$ cat src/rtl/uart_rx_cfg_if.sv
// Receive-side handshake bundle between the UART receiver and its register/FIFO wrapper.
// master = receiver (produces words), slave = consumer (returns rx_ready).
interface uart_rx_cfg_if #(
    parameter int DATA_W = 8
);
    logic [DATA_W-1:0] rx_data;
    logic              rx_parity_err;
    logic              rx_frame_err;
    logic              rx_valid;
    logic              rx_ready;
    logic              rx_overrun;

    modport master (
        output rx_data,
        output rx_parity_err,
        output rx_frame_err,
        output rx_valid,
        output rx_overrun,
        input  rx_ready
    );

    modport slave (
        input  rx_data,
        input  rx_parity_err,
        input  rx_frame_err,
        input  rx_valid,
        input  rx_overrun,
        output rx_ready
    );
endinterface

$ cat src/rtl/uart_rx_cfg.sv
// Runtime-configurable UART receiver: programmable divisor, 5..DATA_W data bits,
// optional parity, 1/2 stop bits, 3-sample majority voting and a valid/ready output.
module uart_rx_cfg #(
    parameter int DATA_W = 8,
    parameter int OVS    = 16,
    parameter int DIV_W  = 16
) (
    input  logic             PCLK,
    input  logic             PRESETn,
    input  logic             rx,
    input  logic             cfg_en,
    input  logic [DIV_W-1:0] cfg_div,
    input  logic [3:0]       cfg_data_bits,
    input  logic             cfg_parity_en,
    input  logic             cfg_parity_odd,
    input  logic             cfg_stop2,
    output logic             busy,
    uart_rx_cfg_if.master    rx_if
);

    localparam int TW = $clog2(OVS);
    localparam int BW = (DATA_W > 1) ? $clog2(DATA_W) : 1;
    localparam logic [TW-1:0] T_LO   = TW'(OVS / 2 - 1);
    localparam logic [TW-1:0] T_MID  = TW'(OVS / 2);
    localparam logic [TW-1:0] T_HI   = TW'(OVS / 2 + 1);
    localparam logic [TW-1:0] T_LAST = TW'(OVS - 1);
    localparam logic [3:0]    MAX_BITS = 4'(DATA_W);

    typedef enum logic [2:0] {
        S_IDLE,
        S_START,
        S_DATA,
        S_PARITY,
        S_STOP
    } state_t;

    state_t            state_q, state_d;
    logic              sync1_q, sync1_d;
    logic              rx_s_q, rx_s_d;
    logic              rx_prev_q, rx_prev_d;
    logic [DIV_W-1:0]  div_cnt_q, div_cnt_d;
    logic [TW-1:0]     tick_cnt_q, tick_cnt_d;
    logic [3:0]        bit_cnt_q, bit_cnt_d;
    logic              stop_cnt_q, stop_cnt_d;
    logic [1:0]        samp_q, samp_d;
    logic [DATA_W-1:0] data_q, data_d;
    logic              par_acc_q, par_acc_d;
    logic              par_err_q, par_err_d;
    logic              frame_err_q, frame_err_d;
    logic [DIV_W-1:0]  div_q, div_d;
    logic [3:0]        nbits_q, nbits_d;
    logic              par_en_q, par_en_d;
    logic              par_odd_q, par_odd_d;
    logic              stop2_q, stop2_d;
    logic [DATA_W-1:0] out_data_q, out_data_d;
    logic              out_perr_q, out_perr_d;
    logic              out_ferr_q, out_ferr_d;
    logic              valid_q, valid_d;
    logic              overrun_q, overrun_d;

    logic              tick, mid, bit_end, maj, deliver, start_det;
    logic [3:0]        nbits_cfg;

    always_ff @(posedge PCLK or negedge PRESETn) begin
        if (!PRESETn) begin
            state_q     <= S_IDLE;
            sync1_q     <= 1'b1;
            rx_s_q      <= 1'b1;
            rx_prev_q   <= 1'b1;
            div_cnt_q   <= '0;
            tick_cnt_q  <= '0;
            bit_cnt_q   <= '0;
            stop_cnt_q  <= 1'b0;
            samp_q      <= '0;
            data_q      <= '0;
            par_acc_q   <= 1'b0;
            par_err_q   <= 1'b0;
            frame_err_q <= 1'b0;
            div_q       <= '0;
            nbits_q     <= '0;
            par_en_q    <= 1'b0;
            par_odd_q   <= 1'b0;
            stop2_q     <= 1'b0;
            out_data_q  <= '0;
            out_perr_q  <= 1'b0;
            out_ferr_q  <= 1'b0;
            valid_q     <= 1'b0;
            overrun_q   <= 1'b0;
        end else begin
            state_q     <= state_d;
            sync1_q     <= sync1_d;
            rx_s_q      <= rx_s_d;
            rx_prev_q   <= rx_prev_d;
            div_cnt_q   <= div_cnt_d;
            tick_cnt_q  <= tick_cnt_d;
            bit_cnt_q   <= bit_cnt_d;
            stop_cnt_q  <= stop_cnt_d;
            samp_q      <= samp_d;
            data_q      <= data_d;
            par_acc_q   <= par_acc_d;
            par_err_q   <= par_err_d;
            frame_err_q <= frame_err_d;
            div_q       <= div_d;
            nbits_q     <= nbits_d;
            par_en_q    <= par_en_d;
            par_odd_q   <= par_odd_d;
            stop2_q     <= stop2_d;
            out_data_q  <= out_data_d;
            out_perr_q  <= out_perr_d;
            out_ferr_q  <= out_ferr_d;
            valid_q     <= valid_d;
            overrun_q   <= overrun_d;
        end
    end

    always_comb begin
        sync1_d     = rx;
        rx_s_d      = sync1_q;
        rx_prev_d   = rx_s_q;
        state_d     = state_q;
        div_cnt_d   = div_cnt_q;
        tick_cnt_d  = tick_cnt_q;
        bit_cnt_d   = bit_cnt_q;
        stop_cnt_d  = stop_cnt_q;
        samp_d      = samp_q;
        data_d      = data_q;
        par_acc_d   = par_acc_q;
        par_err_d   = par_err_q;
        frame_err_d = frame_err_q;
        div_d       = div_q;
        nbits_d     = nbits_q;
        par_en_d    = par_en_q;
        par_odd_d   = par_odd_q;
        stop2_d     = stop2_q;
        out_data_d  = out_data_q;
        out_perr_d  = out_perr_q;
        out_ferr_d  = out_ferr_q;
        valid_d     = valid_q;
        overrun_d   = 1'b0;
        deliver     = 1'b0;

        nbits_cfg = (cfg_data_bits < 4'd5) ? 4'd5 :
                    ((cfg_data_bits > MAX_BITS) ? MAX_BITS : cfg_data_bits);
        start_det = cfg_en && rx_prev_q && !rx_s_q;
        tick      = (div_cnt_q == div_q);
        mid       = tick && (tick_cnt_q == T_HI);
        bit_end   = tick && (tick_cnt_q == T_LAST);
        maj       = (samp_q[0] & samp_q[1]) | (samp_q[0] & rx_s_q) | (samp_q[1] & rx_s_q);

        if (state_q != S_IDLE) begin
            div_cnt_d = tick ? '0 : div_cnt_q + DIV_W'(1);
            if (tick) begin
                tick_cnt_d = (tick_cnt_q == T_LAST) ? '0 : tick_cnt_q + TW'(1);
                if (tick_cnt_q == T_LO)  samp_d[0] = rx_s_q;
                if (tick_cnt_q == T_MID) samp_d[1] = rx_s_q;
            end
        end

        // Frame config is latched at the start edge so mid-frame cfg writes are harmless.
        case (state_q)
            S_IDLE: begin
                div_cnt_d  = '0;
                tick_cnt_d = '0;
                if (start_det) begin
                    state_d     = S_START;
                    bit_cnt_d   = '0;
                    stop_cnt_d  = 1'b0;
                    data_d      = '0;
                    par_acc_d   = 1'b0;
                    par_err_d   = 1'b0;
                    frame_err_d = 1'b0;
                    div_d       = cfg_div;
                    nbits_d     = nbits_cfg;
                    par_en_d    = cfg_parity_en;
                    par_odd_d   = cfg_parity_odd;
                    stop2_d     = cfg_stop2;
                end
            end
            S_START: begin
                if (mid && maj) begin
                    state_d = S_IDLE;
                end else if (bit_end) begin
                    state_d = S_DATA;
                end
            end
            S_DATA: begin
                if (mid) begin
                    data_d[bit_cnt_q[BW-1:0]] = maj;
                    par_acc_d = par_acc_q ^ maj;
                end
                if (bit_end) begin
                    if (bit_cnt_q == nbits_q - 4'd1) begin
                        state_d = par_en_q ? S_PARITY : S_STOP;
                    end else begin
                        bit_cnt_d = bit_cnt_q + 4'd1;
                    end
                end
            end
            S_PARITY: begin
                if (mid) par_err_d = par_acc_q ^ maj ^ par_odd_q;
                if (bit_end) state_d = S_STOP;
            end
            S_STOP: begin
                // The final stop bit ends at its mid-point so a back-to-back start edge is caught.
                if (mid) begin
                    if (!maj) frame_err_d = 1'b1;
                    if (!stop2_q || stop_cnt_q) begin
                        deliver = 1'b1;
                        state_d = S_IDLE;
                    end
                end
                if (bit_end) stop_cnt_d = 1'b1;
            end
            default: state_d = S_IDLE;
        endcase

        if ((state_q != S_IDLE) && !cfg_en) begin
            state_d = S_IDLE;
            deliver = 1'b0;
        end

        if (valid_q && rx_if.rx_ready) valid_d = 1'b0;
        if (deliver) begin
            if (!valid_q || rx_if.rx_ready) begin
                out_data_d = data_q;
                out_perr_d = par_err_q;
                out_ferr_d = frame_err_d;
                valid_d    = 1'b1;
            end else begin
                overrun_d = 1'b1;
            end
        end
    end

    assign rx_if.rx_data       = out_data_q;
    assign rx_if.rx_parity_err = out_perr_q;
    assign rx_if.rx_frame_err  = out_ferr_q;
    assign rx_if.rx_valid      = valid_q;
    assign rx_if.rx_overrun    = overrun_q;
    assign busy                = (state_q != S_IDLE);

endmodule

$ cat src/flat_wrapper.sv
// flat-port wrapper written by rule: the top's interface ports become plain ports
module uart_rx_cfg_flat 
#(
    parameter int DATA_W = 8,
    parameter int OVS    = 16,
    parameter int DIV_W  = 16
)
  (PCLK, PRESETn, rx, cfg_en, cfg_div, cfg_data_bits, cfg_parity_en, cfg_parity_odd, cfg_stop2, busy, rx_if_rx_data, rx_if_rx_parity_err, rx_if_rx_frame_err, rx_if_rx_valid, rx_if_rx_overrun, rx_if_rx_ready);
  uart_rx_cfg_if #(.DATA_W(DATA_W)) rx_if_i ();
  input  logic PCLK;
  input  logic PRESETn;
  input  logic rx;
  input  logic cfg_en;
  input  logic [DIV_W-1:0] cfg_div;
  input  logic [3:0] cfg_data_bits;
  input  logic cfg_parity_en;
  input  logic cfg_parity_odd;
  input  logic cfg_stop2;
  output logic busy;
  output wire logic [$bits(rx_if_i.rx_data)-1:0] rx_if_rx_data;
  output wire logic [$bits(rx_if_i.rx_parity_err)-1:0] rx_if_rx_parity_err;
  output wire logic [$bits(rx_if_i.rx_frame_err)-1:0] rx_if_rx_frame_err;
  output wire logic [$bits(rx_if_i.rx_valid)-1:0] rx_if_rx_valid;
  output wire logic [$bits(rx_if_i.rx_overrun)-1:0] rx_if_rx_overrun;
  input wire logic [$bits(rx_if_i.rx_ready)-1:0] rx_if_rx_ready;
  assign rx_if_rx_data = rx_if_i.rx_data;
  assign rx_if_rx_parity_err = rx_if_i.rx_parity_err;
  assign rx_if_rx_frame_err = rx_if_i.rx_frame_err;
  assign rx_if_rx_valid = rx_if_i.rx_valid;
  assign rx_if_rx_overrun = rx_if_i.rx_overrun;
  assign rx_if_i.rx_ready = rx_if_rx_ready;
  uart_rx_cfg #(.DATA_W(DATA_W), .OVS(OVS), .DIV_W(DIV_W)) u_core (.PCLK(PCLK), .PRESETn(PRESETn), .rx(rx), .cfg_en(cfg_en), .cfg_div(cfg_div), .cfg_data_bits(cfg_data_bits), .cfg_parity_en(cfg_parity_en), .cfg_parity_odd(cfg_parity_odd), .cfg_stop2(cfg_stop2), .busy(busy), .rx_if(rx_if_i));
endmodule
$ cat config.mk
export PLATFORM = sky130hd
export DESIGN_NAME = uart_rx_cfg_flat
export DESIGN_NICKNAME = d
export VERILOG_FILES = /design/src/rtl/uart_rx_cfg_if.sv /design/src/rtl/uart_rx_cfg.sv /design/src/flat_wrapper.sv
export SDC_FILE = /design/constraint.sdc
export NUM_CORES = 1
export LEC_CHECK = 0
export BUFFER_PORTS_ARGS = -buffer_cell sky130_fd_sc_hd__buf_2
export CORE_AREA = 2 2 96 144
export CTS_BUF_LIST = sky130_fd_sc_hd__clkbuf_4 sky130_fd_sc_hd__clkbuf_8
export DETAILED_ROUTE_END_ITERATION = 8
export DIE_AREA = 0 0 98 146
export PLACE_DENSITY = 0.48
export SETUP_SLACK_MARGIN = 0.5
export SLEW_MARGIN = 30
export SYNTH_ARGS = -nofsm -noshare
export SYNTH_HDL_FRONTEND = slang
export SYNTH_SLANG_ARGS = --single-unit
export TNS_END_PERCENT = 100
$ cat constraint.sdc
create_clock -name PCLK -period 5.5 [get_ports PCLK]
set_clock_uncertainty 0.1 [all_clocks]
set_input_delay 0.825 -clock PCLK [delete_from_list [all_inputs] [get_ports PCLK]]
set_output_delay 0.825 -clock PCLK [all_outputs]
set_load 0.05 [all_outputs]
* Word level (Yosys, flattened, before mapping)
Cells that the tools add are included.
Storage, ports and cells: flip-flop bits (word level) 79, latch bits 0, memory bits (writable) 0, bits in read-only memories 0, logic and storage cells 143, memories kept 0
Cells by class: add/subtract/negate cells 4, $mul 0, divide/modulo/power cells 0, $lt $le $gt $ge 4, equal/unequal tests 23, shift operators 0, muxes and demuxes 50, bitwise operators 7, reductions and logical operators 31
Operator list (count):
- $mux 16 | 3
- $mux 4 | 9
- $mux 3 | 10
- $ne 3x1->1 const B | 6
- $mux 1 | 17
- $add 16x1->16 const B | 1
- $eq 16x16->1 | 1
- $mux 8 | 2
- $pmux 8 s2 | 1
- $pmux 3 s5 | 1
- $reduce_and 3->1 | 5
- $eq 4x4->1 const B | 3
- $ne 2x1->1 const B | 5
- $reduce_bool 2->1 | 5
- $add 4x1->4 const B | 2
- $bwmux 8 | 1
- $logic_and 1x1->1 | 8
- $pmux 1 s2 | 4
- $pmux 4 s2 | 1
- $reduce_and 7->1 | 1
- $eq 3x2->1 const B | 2
- $reduce_and 2->1 | 3
- $eq 4x3->1 const B | 1
- $eq 4x4->1 | 1
- other kinds (18) | 26

* Logic depth before layout (Yosys ltp)
Gate-level depths: netlist of the first run.
depth in word-level cells 7, mapped depth 8, gate-level depth less buffers 7

* Worst setup path before layout of the first run
OpenSTA, ideal clock, no wires.
kind reg2reg, start reg u_core.div_cnt_q[6], end reg u_core.out_data_q[0], in the netlist u_core.rx_if.rx_data[0], arrival time 1851 ps, required time 5275 ps, path slack 3424 ps, cell stages (with the launch flop) 7, clock period less this slack 2076 ps, cells stage by stage dfrtp_1 xor2_1 nor4_4 and4_1 and3_1 buf_4 mux2_2
On the way: word-level cells in the longest chain between the ends 6
Ends and longest elaborated chain:
- start: declaration | RTL line uart_rx_cfg.sv:41 | logic [DIV_W-1:0] div_cnt_q, div_cnt_d;
- start signal: assignment | RTL line uart_rx_cfg.sv:94 | div_cnt_q <= div_cnt_d;
- $eq 16x16->1 | RTL line uart_rx_cfg.sv:145 | tick = (div_cnt_q == div_q);
- $logic_and 1x1->1 | RTL line uart_rx_cfg.sv:146 | mid = tick && (tick_cnt_q == T_HI);
- $mux 1 | RTL line uart_rx_cfg.sv:205 | if (mid) begin
- $mux 1 | RTL line uart_rx_cfg.sv:160 | case (state_q)
- $mux 1 | RTL line uart_rx_cfg.sv:217 | if ((state_q != S_IDLE) && !cfg_en) begin
- $reduce_and 2->1 (no line)
- end signal: assignment | RTL line uart_rx_cfg.sv:108 | out_data_q <= out_data_d;
- end: declaration | RTL line uart_rx_cfg.sv:55 | logic [DATA_W-1:0] out_data_q, out_data_d;
Every way passes these cells. A chain may end at the register's enable or synchronous reset.

* Worst setup path after layout of the first run
start reg u_core.div_cnt_q[6], end reg u_core.out_data_q[7], in the netlist u_core.rx_if.rx_data[7]
Same word-level chain as after synthesis.

==> results.py, run 1 <==
metrics = {
    "route": {
        "route.detailed.drc": 0,
        "wl_per_cell_um": 14.3,
        "drt_wl_total_um": 8290,
        "dr.pass1.iters": 4,
        "antenna_left": 0,
        "drt-vias-per-instance": 4.66,
        "drtIter0Drc": 65,
        "routed-via-count": 2709,
    },
    "floorplanning": {
        "dieArea_um2": 14300,
        "die_h_um": 146,
        "io_pins": 41,
        "dieWidth_um": 98,
        "row_count": 51,
        "core_area_um2": 13000,
        "start_util_pct": 29.7,
    },
    "sta": {
        "fin_crit_ns": 2.77,
        "max_freq_ghz": 0.361,
        "rsz0062_at_grt": "no",
        "finalSetupViolations": 0,
        "fin_tns_setup_ns": 0,
        "post-route-period-util_pct": 50.3,
        "slew-limit-headroom_pct": 51.3,
        "drv_slew": 0,
        "tightest_slew_ns": 0.727,
        "hold_violations": 0,
    },
    "synthesis": {
        "synth_nets": 413,
        "ys_warn_count": 0,
        "synth_fa_ha_area_share_pct": 2.21,
        "yosysTopAreaCell": "dfrtp_1",
        "yosys.area.top_type_share_pct": 49.4,
        "synth_xor_area_share_pct": 8.87,
        "ys_seq_area_share_pct": 51.4,
        "synth_simple_gate_area_share_pct": 23.4,
        "syn_area_um2": 3850,
        "syn_inst": 379,
        "synth-seq-cells": 79,
        "synth_edf_count": 0,
        "synth_compound_area_share_pct": 5.88,
        "synth_common_cells": "93 x nand2_1, 76 x dfrtp_1, 28 x xor2_1",
        "muxShareOfSynthArea_pct": 5.59,
        "yosysMostFrequentCell": "nand2_1",
        "avgSynthCellArea_um2": 10.2,
        "async_reset_ff_share_pct": 100,
        "synth.distinct_cells": 45,
        "synth_top_family_by_area": "simple AND/OR/NAND/NOR gates",
        "synthTopCellsByArea": "dfrtp_1 49%, nand2_1 9.1%, xor2_1 6.4%",
        "synth_flop_cell": "dfrtp_1",
    },
    "layout": {
        "drive_gt1_share_pct": 19.0,
        "fillCellCount": 1354,
        "area_growth_pct": 14.8,
        "seq_area_um2": 1980,
        "final_area_um2": 4420,
        "multi_input_area_um2": 1770,
        "final_nets": 451,
        "n_antenna_cell": 0,
    },
    "critical_path": {
        "reg2reg_from": "u_core.div_cnt_q[6]",
        "worstSetupEndpointType": "flip-flop",
        "worstSetupPathType": "reg -> reg",
        "cp.required_ns": 5.65,
        "critPathMaxFanout": 14,
        "ff2ff_path_depth": 5,
        "crit_path_start_kind": "flip-flop",
        "r2r_slack_ns": 2.73,
        "r2r-end": "u_core.rx_if.rx_data[7]",
        "arrival_ns": 2.91,
    },
    "clock_tree": {
        "cts-root-buf": "clkbuf_8",
        "cts_tree": "built",
        "postCtsHoldBufs": 0,
        "clkTransAtPathRegs_ns": 0.08,
        "cts.path.max_buffers": 2,
        "cts_resized": 0,
        "cts_max_level": 3,
        "clk_latency_ns": 0.36,
        "cts_made_buffers": 9,
        "post_cts_buffers": 0,
        "cts.sinks": 79,
    },
    "run_status": {
        "outcome": "finished, final reports clean",
    },
    "min_path": {
        "hold_end": "u_core.rx_prev_d",
        "min_path_cells": 0,
        "min_from": "u_core.rx_s_d",
        "hold_class": "reg -> reg",
    },
    "place": {
        "routabilityCongestion": 0.748,
        "port_buffers": 40,
        "place_area_um2": 4200,
        "dp_hpwl_um": 5980,
    },
    "power": {
        "p_leak_nw": 2.11,
        "vdd_drop_max_mv": 0.137,
        "power.density_nw_per_um2": 390,
    },
    "global_route": {
        "grt_use_total_pct": 12.2,
        "overflow": 0,
        "grt_pass1_wl_um": 13900,
        "antenna_found_initial": 0,
        "grt_pass1_vias": 2804,
        "grt_max_degree": 80,
    },
    "job": {
        "maxCapViolations": 0,
    },
}
state kept, by name, indices dropped and copies added (netlist names), 2 cells and up:
| name | flops |
|---|---|
| u_core.div_cnt_q | 16 |
| u_core.bit_cnt_q | 4 |
| u_core.nbits_q | 4 |
| u_core.div_q | 16 |
| u_core.samp_q | 2 |
| u_core.data_q | 8 |
| u_core.rx_if.rx_data | 8 |
| u_core.tick_cnt_q | 4 |
| u_core.state_q | 3 |
metrics by stage:
step / setup slack (ns) / hold WS [ns] / cells / power (mW) / utilization, %
2_1_floorplan: 3.42 / 0.245 / 379 / 1.13 / -
3_3_place_gp: 2.69 / 0.246 / 565 / 1.26 / 32.4
3_5_place_dp: 2.66 / 0.249 / 565 / 1.27 / 32.5
4_1_cts: 2.65 / 0.271 / 581 / 1.76 / 34.1
5_1_grt: 2.51 / 0.281 / 581 / 1.84 / 34.1
6_report: 2.73 / 0.270 / 581 / 1.73 / 34.1
cell families (layout without fill, tap and decap cells):
logic type | Yosys count | in the layout
AO/OA/AOI/OAI | 34 | 34
XOR/XNOR | 39 | 39
adder cells (fa/ha/maj) | 7 | 7
buffers and inverters | 25 | 68
flip-flops | 79 | 79
multiplexers | 20 | 20
AND/OR/NAND/NOR | 175 | 175
area by class of cell:
| class | count | share of cell area [%] |
|---|---|---|
| flip-flops and latches | 79 | 44.8 |
| multi-input cells | 275 | 40.0 |
| repair buffers | 41 | 4.84 |
| well taps | 159 | 4.50 |
| clock buffers | 12 | 3.31 |
| clock inverters | 4 | 1.59 |
| inverters | 11 | 0.934 |
worst max-delay path by stage:
| stage | start | endpoint | slack [ns] |
|---|---|---|---|
| finish | u_core.div_cnt_q[6] | u_core.rx_if.rx_data[7] | 2.73 |
| global route | u_core.state_q[1] | u_core.rx_if.rx_frame_err | 2.51 |
| CTS | u_core.div_cnt_q[6] | u_core.rx_if.rx_data[7] | 2.65 |
| detailed placement | u_core.div_cnt_q[6] | u_core.rx_if.rx_data[7] | 2.66 |
| global placement | u_core.div_cnt_q[6] | u_core.rx_if.rx_frame_err | 2.69 |
| floorplan | u_core.div_cnt_q[6] | u_core.rx_if.rx_data[0] | 3.42 |
cells in the final DEF (no fill, tap or decap), types with 4 or more instances in the layout:
cell type   n
a21oi_1     8
and3_1      5
buf_2      39
clkbuf_8    9
dfrtp_1    76
ha_1        6
inv_1      11
mux2_2     10
mux2i_1     8
nand2_1    93
nand2b_1    6
nand3_1    11
nand4_1     6
nor2_1     25
nor3_1      6
nor4_4      4
o211ai_1    4
o21ai_0     8
o31ai_1     6
xnor2_1    11
xor2_1     28
worst max-delay path, cell delays in order (launching register included):
cell     delay [ns]
dfrtp_1        0.45
xor2_1         0.19
nor4_4         0.39
and4_1         0.60
and3_1         0.53
mux2_2         0.39
metal layers:
metal	GRT usage (%)	vias to the layer above	wire length [µm]
li1	-	1353	-
met1	14.3	1296	3470
met2	21.2	44	4360
met3	2.83	16	287
met4	5.00	0	183
met5	0	-	0
report_power, final:
group | total, mW | internal (mW) | switching, mW
Clock | 0.480 | 0.270 | 0.210
Combinational | 0.477 | 0.167 | 0.311
Sequential | 0.769 | 0.679 | 0.0897
No activity file was read; power rests on OpenSTA's default activity.
==> run 2, diff against run 1 <==
==> constraint.sdc (replaced) <==
create_clock -name PCLK -period 2.7 [get_ports PCLK]
set_clock_uncertainty 0.1 [all_clocks]
set_input_delay 0.405 -clock PCLK [delete_from_list [all_inputs] [get_ports PCLK]]
set_output_delay 0.405 -clock PCLK [all_outputs]
set_load 0.05 [all_outputs]
==> run 2 against run 1 <==
  * Sequential power up 110%
  * Clock-buffer cell count up 2
  * Sequential share of layout area down 2.1 points
==> results.py, run 2 (synthesized netlist as in run 1, its figures left out) <==
metrics = {
    "global_route": {
        "grt_max_degree": 43,
        "overflow": 0,
        "grt_util_met2_pct": 23.3,
        "grt_use_total_pct": 12.8,
        "top_usage_layer": "met2",
        "use_met3_pct": 3.07,
        "grt_use_met1_pct": 14.5,
        "antenna_found_initial": 0,
        "grt_pass1_wl_um": 14600,
        "grt_pass1_vias": 2922,
    },
    "layout": {
        "mostFrequentLayoutCells": "93 x nand2_1, 71 x dfrtp_1, 39 x buf_2",
        "reg_top3": "u_core.div_cnt_q: 16 flops, u_core.div_q: 16 flops",
        "n_antenna_cell": 0,
        "drive_gt1_share_pct": 25.5,
        "final_nets": 472,
        "area_growth_pct": 20.8,
        "fillCellCount": 1342,
        "final_common_cell": "nand2_1",
    },
    "floorplanning": {
        "core_area_um2": 13000,
        "start_util_pct": 29.7,
        "io_pins": 41,
        "row_count": 51,
        "dieWidth_um": 98,
        "dieArea_um2": 14300,
        "die_h_um": 146,
    },
    "place": {
        "routabilityCongestion": 0.786,
        "port_buffers": 40,
        "dp_hpwl_um": 6200,
    },
    "sta": {
        "rsz0062_at_grt": "yes",
        "finalSetupViolations": 0,
        "post-route-period-util_pct": 79.3,
        "slew-limit-headroom_pct": 56.8,
        "fin_crit_ns": 2.14,
        "tightest_slew_ns": 0.632,
        "drv_slew": 0,
        "fin_tns_setup_ns": 0,
        "holdWs_ns": 0.0574,
        "hold_violations": 0,
        "max_freq_ghz": 0.467,
    },
    "power": {
        "power_frac_comb_pct": 31.0,
        "vdd_drop_max_mv": 0.278,
        "p_seq_share_pct": 44.7,
        "power.switching_mw": 1.31,
        "power_frac_clock_pct": 24.3,
        "p_int_mw": 2.22,
        "p_leak_nw": 2.22,
        "swShare_pct": 37.2,
        "power.density_nw_per_um2": 760,
    },
    "critical_path": {
        "worstSetupEndpointType": "flip-flop",
        "arrival_ns": 2.32,
        "r2r-end": "u_core.state_q[2]",
        "r2r_slack_ns": 0.56,
        "reg2reg_from": "u_core.div_cnt_q[12]",
        "critPathMaxFanout": 5,
        "ff2ff_path_depth": 7,
        "worstSetupPathType": "reg -> reg",
        "cp.required_ns": 2.87,
        "crit_path_start_kind": "flip-flop",
        "timing.critical_path.from": "u_core.div_cnt_q[12]",
        "crit_path_end": "u_core.state_q[2]",
    },
    "route": {
        "dr.pass1.iters": 5,
        "wl_per_cell_um": 14.8,
        "drt-vias-per-instance": 4.72,
        "drtIter0Drc": 100,
        "route.detailed.drc": 0,
        "routed-via-count": 2843,
        "antenna_left": 0,
        "drt_wl_total_um": 8930,
    },
    "min_path": {
        "hold_class": "in -> reg",
    },
    "clock_tree": {
        "cts-root-buf": "clkbuf_8",
        "cts_max_level": 3,
        "clkTransAtPathRegs_ns": 0.09,
        "cts.sinks": 79,
        "cts_made_buffers": 9,
        "cts.path.max_buffers": 2,
        "cts_tree": "built",
        "clk_latency_ns": 0.35,
    },
    "job": {
        "maxCapViolations": 0,
    },
    "run_status": {
        "outcome": "finished, final reports clean",
    },
}
[run 2: cell types whose count changed in the layout (fill, tap and decap cells not counted), moves of 2 or more]
cell and delta:
a21oi_2 +2, buf_4 +17, a21oi_1 -2, o31ai_1 -2, bufinv_16 -2, dfrtp_2 +5, o31ai_2 +2, dfrtp_1 -5
clkbuf_8 +3
[run 2: worst min-delay path by stage]
| stage | from | endpoint | cells past startpoint |
|---|---|---|---|
| floorplan | PRESETn | u_core.bit_cnt_q[0] | 0 |
| global placement | u_core.rx_s_d | u_core.rx_prev_d | 0 |
| detailed placement | u_core.rx_s_d | u_core.rx_prev_d | 0 |
| CTS | rx | u_core.rx_s_d | 1 |
| global route | rx | u_core.rx_s_d | 1 |
| finish | rx | u_core.rx_s_d | 1 |
[run 2: timing repair]
item	4_1_cts	5_1_grt
gates resized for setup	8	13
hold endpoints to repair	38	0
hold buffers	1	0
setup endpoints to repair	17	31
setup buffers	4	9
cloned	0	1
pin swaps	6	7
[run 2: stage by stage]
| step | cells | total power, mW | setup WS (ns) | instance area, µm² | utilization (%) |
|---|---|---|---|---|---|
| 4_1_cts | 592 | 3.56 | 0.503 | 4520 | 34.9 |
| 3_3_place_gp | 571 | 2.63 | 0.346 | 4260 | 32.9 |
| 2_1_floorplan | 379 | 2.31 | 0.624 | 3850 | - |
| 6_report | 602 | 3.54 | 0.558 | 4650 | 35.9 |
| 3_5_place_dp | 571 | 2.63 | 0.284 | 4260 | 32.9 |
| 5_1_grt | 602 | 3.78 | 0.432 | 4650 | 35.9 |
[run 2: power groups by stage]
stage	Clock, mW	Sequential (mW)	Combinational, mW
floorplan	0	1.53	0.782
global placement	0	1.60	1.02
detailed placement	0	1.61	1.03
CTS	0.896	1.58	1.08
global route	0.949	1.61	1.22
finish	0.859	1.58	1.10
[run 2: area by class of cell]
| class | instances | area, µm² | area share, % |
|---|---|---|---|
| tap | 159 | 199 | 4.28 |
| clock inverter | 2 | 13.8 | 0.296 |
| sequential | 79 | 1990 | 42.7 |
| multi-input combinational | 275 | 1820 | 39.2 |
| timing repair buffer | 62 | 405 | 8.72 |
| inverter | 11 | 41.3 | 0.888 |
| clock buffer | 14 | 180 | 3.88 |
[run 2: routing by layer]
layer | vias up | routed length [µm]
met3 | 9 | 244
met2 | 35 | 4870
met1 | 1408 | 3690
li1 | 1391 | -
met5 | - | 0
met4 | 0 | 124
[run 2: critical path: stages (launching register included)]
cell and delay, ns:
dfrtp_1 0.42, xor2_1 0.18, nor4_4 0.36, and4_4 0.33
buf_8 0.12, a31oi_2 0.12, nand2b_4 0.19, o31ai_2 0.23
==> run 3, diff against run 2 <==
==> constraint.sdc (replaced) <==
create_clock -name PCLK -period 2.1 [get_ports PCLK]
set_clock_uncertainty 0.1 [all_clocks]
set_input_delay 0.315 -clock PCLK [delete_from_list [all_inputs] [get_ports PCLK]]
set_output_delay 0.315 -clock PCLK [all_outputs]
set_load 0.05 [all_outputs]
==> run 3 against run 2 <==
  * The flow now finishes with violations (setup timing)
  * Flip-flop and latch count is the same
  * Final area is 21% higher
  * Highest routed layer unchanged
  * Via count increased by 8.0%
  * Utilization is 7.4 points higher
  * Combinational power increased by 120%
==> results.py, run 3 (synthesized netlist as in run 1, its figures left out) <==
metrics = {
    "layout": {
        "drive_gt1_share_pct": 42.1,
        "final_common_cell": "dfrtp_1",
        "final_nets": 528,
        "final_area_um2": 5610,
        "mostFrequentLayoutCells": "75 x dfrtp_1, 62 x nand2_1, 52 x buf_4",
        "area_growth_pct": 45.7,
        "stdcell_count": 658,
        "reg_top3": "u_core.div_cnt_q: 16 flops, u_core.div_q: 16 flops",
        "n_antenna_cell": 0,
    },
    "sta": {
        "max_freq_ghz": 0.475,
        "drv_slew": 0,
        "setup_slack_ns": -0.00397,
        "post-route-period-util_pct": 100,
        "finalSetupViolations": 2,
        "rsz0062_at_grt": "yes",
        "slew-limit-headroom_pct": 73.4,
        "fin_crit_ns": 2.10,
        "holdWs_ns": 0.0495,
        "hold_violations": 0,
        "tightest_slew_ns": 0.399,
    },
    "route": {
        "drt_wl_total_um": 10300,
        "antenna_left": 0,
        "drt-vias-per-instance": 4.67,
        "wl_per_cell_um": 15.6,
        "dr.pass1.iters": 4,
        "route.detailed.drc": 0,
        "drtIter0Drc": 103,
        "routed-via-count": 3070,
    },
    "power": {
        "p_seq_share_pct": 35.1,
        "swShare_pct": 35.6,
        "power_frac_comb_pct": 41.8,
        "power.density_nw_per_um2": 1020,
        "power_frac_clock_pct": 23.1,
        "p_int_mw": 3.68,
        "vdd_drop_max_mv": 0.441,
        "power.switching_mw": 2.03,
        "p_leak_nw": 2.76,
    },
    "floorplanning": {
        "row_count": 51,
        "die_h_um": 146,
        "dieArea_um2": 14300,
        "start_util_pct": 29.7,
        "core_area_um2": 13000,
        "io_pins": 41,
        "dieWidth_um": 98,
    },
    "run_status": {
        "outcome": "finished with violations",
        "violations": "setup timing",
    },
    "global_route": {
        "grt_max_degree": 32,
        "grt_pass1_wl_um": 16900,
        "antenna_found_initial": 0,
        "grt_use_total_pct": 15.0,
        "grt_pass1_vias": 3366,
        "overflow": 0,
    },
    "clock_tree": {
        "cts-root-buf": "clkbuf_8",
        "cts_tree": "built",
        "cts_made_buffers": 9,
        "clk_latency_ns": 0.36,
        "clkTransAtPathRegs_ns": 0.08,
        "cts.path.max_buffers": 2,
        "cts_max_level": 3,
        "cts.sinks": 79,
    },
    "critical_path": {
        "crit_path_start_kind": "flip-flop",
        "worstSetupPathType": "reg -> reg",
        "ff2ff_path_depth": 6,
        "r2r_slack_ns": -0.004,
        "cp.required_ns": 2.25,
        "critPathMaxFanout": 10,
        "worstSetupEndpointType": "flip-flop",
        "arrival_ns": 2.25,
    },
    "job": {
        "maxCapViolations": 0,
    },
    "place": {
        "routabilityCongestion": 0.761,
        "port_buffers": 40,
        "place_area_um2": 4590,
        "dp_hpwl_um": 6780,
        "numPlacedInstances": 607,
    },
    "min_path": {
        "min_path_cells": 3,
        "hold_class": "in -> reg",
    },
}
-- run 3: path summary, 6_finish.rpt --
path,from,endpoint
hold reg to reg,u_core.rx_s_d,u_core.rx_prev_d
min in group asynchronous,PRESETn,u_core.rx_if.rx_overrun
max in group asynchronous,PRESETn,u_core.data_q[4]
setup / recovery,u_core.div_q[14],u_core.rx_if.rx_data[0]
setup reg to reg,u_core.div_q[14],u_core.rx_if.rx_data[0]
hold / removal,cfg_div[15],u_core.div_q[15]
-- run 3: metal layers --
metal	routed length, µm	share of wire [%]	GRT usage, %
met1	4060	40	16.3
met2	5760	56	28.4
met3	249	2.4	2.93
met4	181	1.8	5.21
met5	0	0	0
-- run 3: timing repair --
action                                  4_1_cts  5_1_grt
setup buffers                                19        9
pin swaps                                    14       30
endpoints found under the setup margin       77       77
hold endpoints to repair                     25        0
gates cloned                                  5        0
hold buffers                                  2        0
gates resized for setup                      67       41
-- run 3: final cells by class --
type,instances,area (µm²)
repair buffers,117,1030
inverters,11,53.8
multi-input cells,276,2110
flip-flops and latches,79,1980
clock buffers,13,166
fillers,1253,7340
well taps,159,199
clock inverters,3,65.1
-- run 3: worst max-delay path: stages (launching register included) --
cell	delay, ns
dfrtp_1	0.42
xor2_1	0.20
nor4_4	0.31
and4_4	0.31
and3_4	0.20
buf_12	0.12
mux2_2	0.33
-- run 3: per-stage QoR --
step	total power, mW	setup TNS, ns	setup slack, ns	utilization (%)
3_3_place_gp	3.59	-0.144	-0.0379	35.4
3_5_place_dp	3.62	-0.612	-0.0785	35.4
2_1_floorplan	3.08	0	0.0782	-
5_1_grt	6.02	-1.83	-0.118	43.3
4_1_cts	5.53	-0.163	-0.0239	41.2
6_report	5.71	-0.00637	-0.00397	43.3
-- run 3: power by group through the flow --
stage	logic, mW	registers (mW)	clock network [mW]
after floorplan	1.11	1.97	0
after global routing	2.56	2.04	1.41
after global placement	1.55	2.05	0
after CTS	2.17	2.01	1.35
after detailed placement	1.57	2.05	0
final	2.39	2.01	1.32
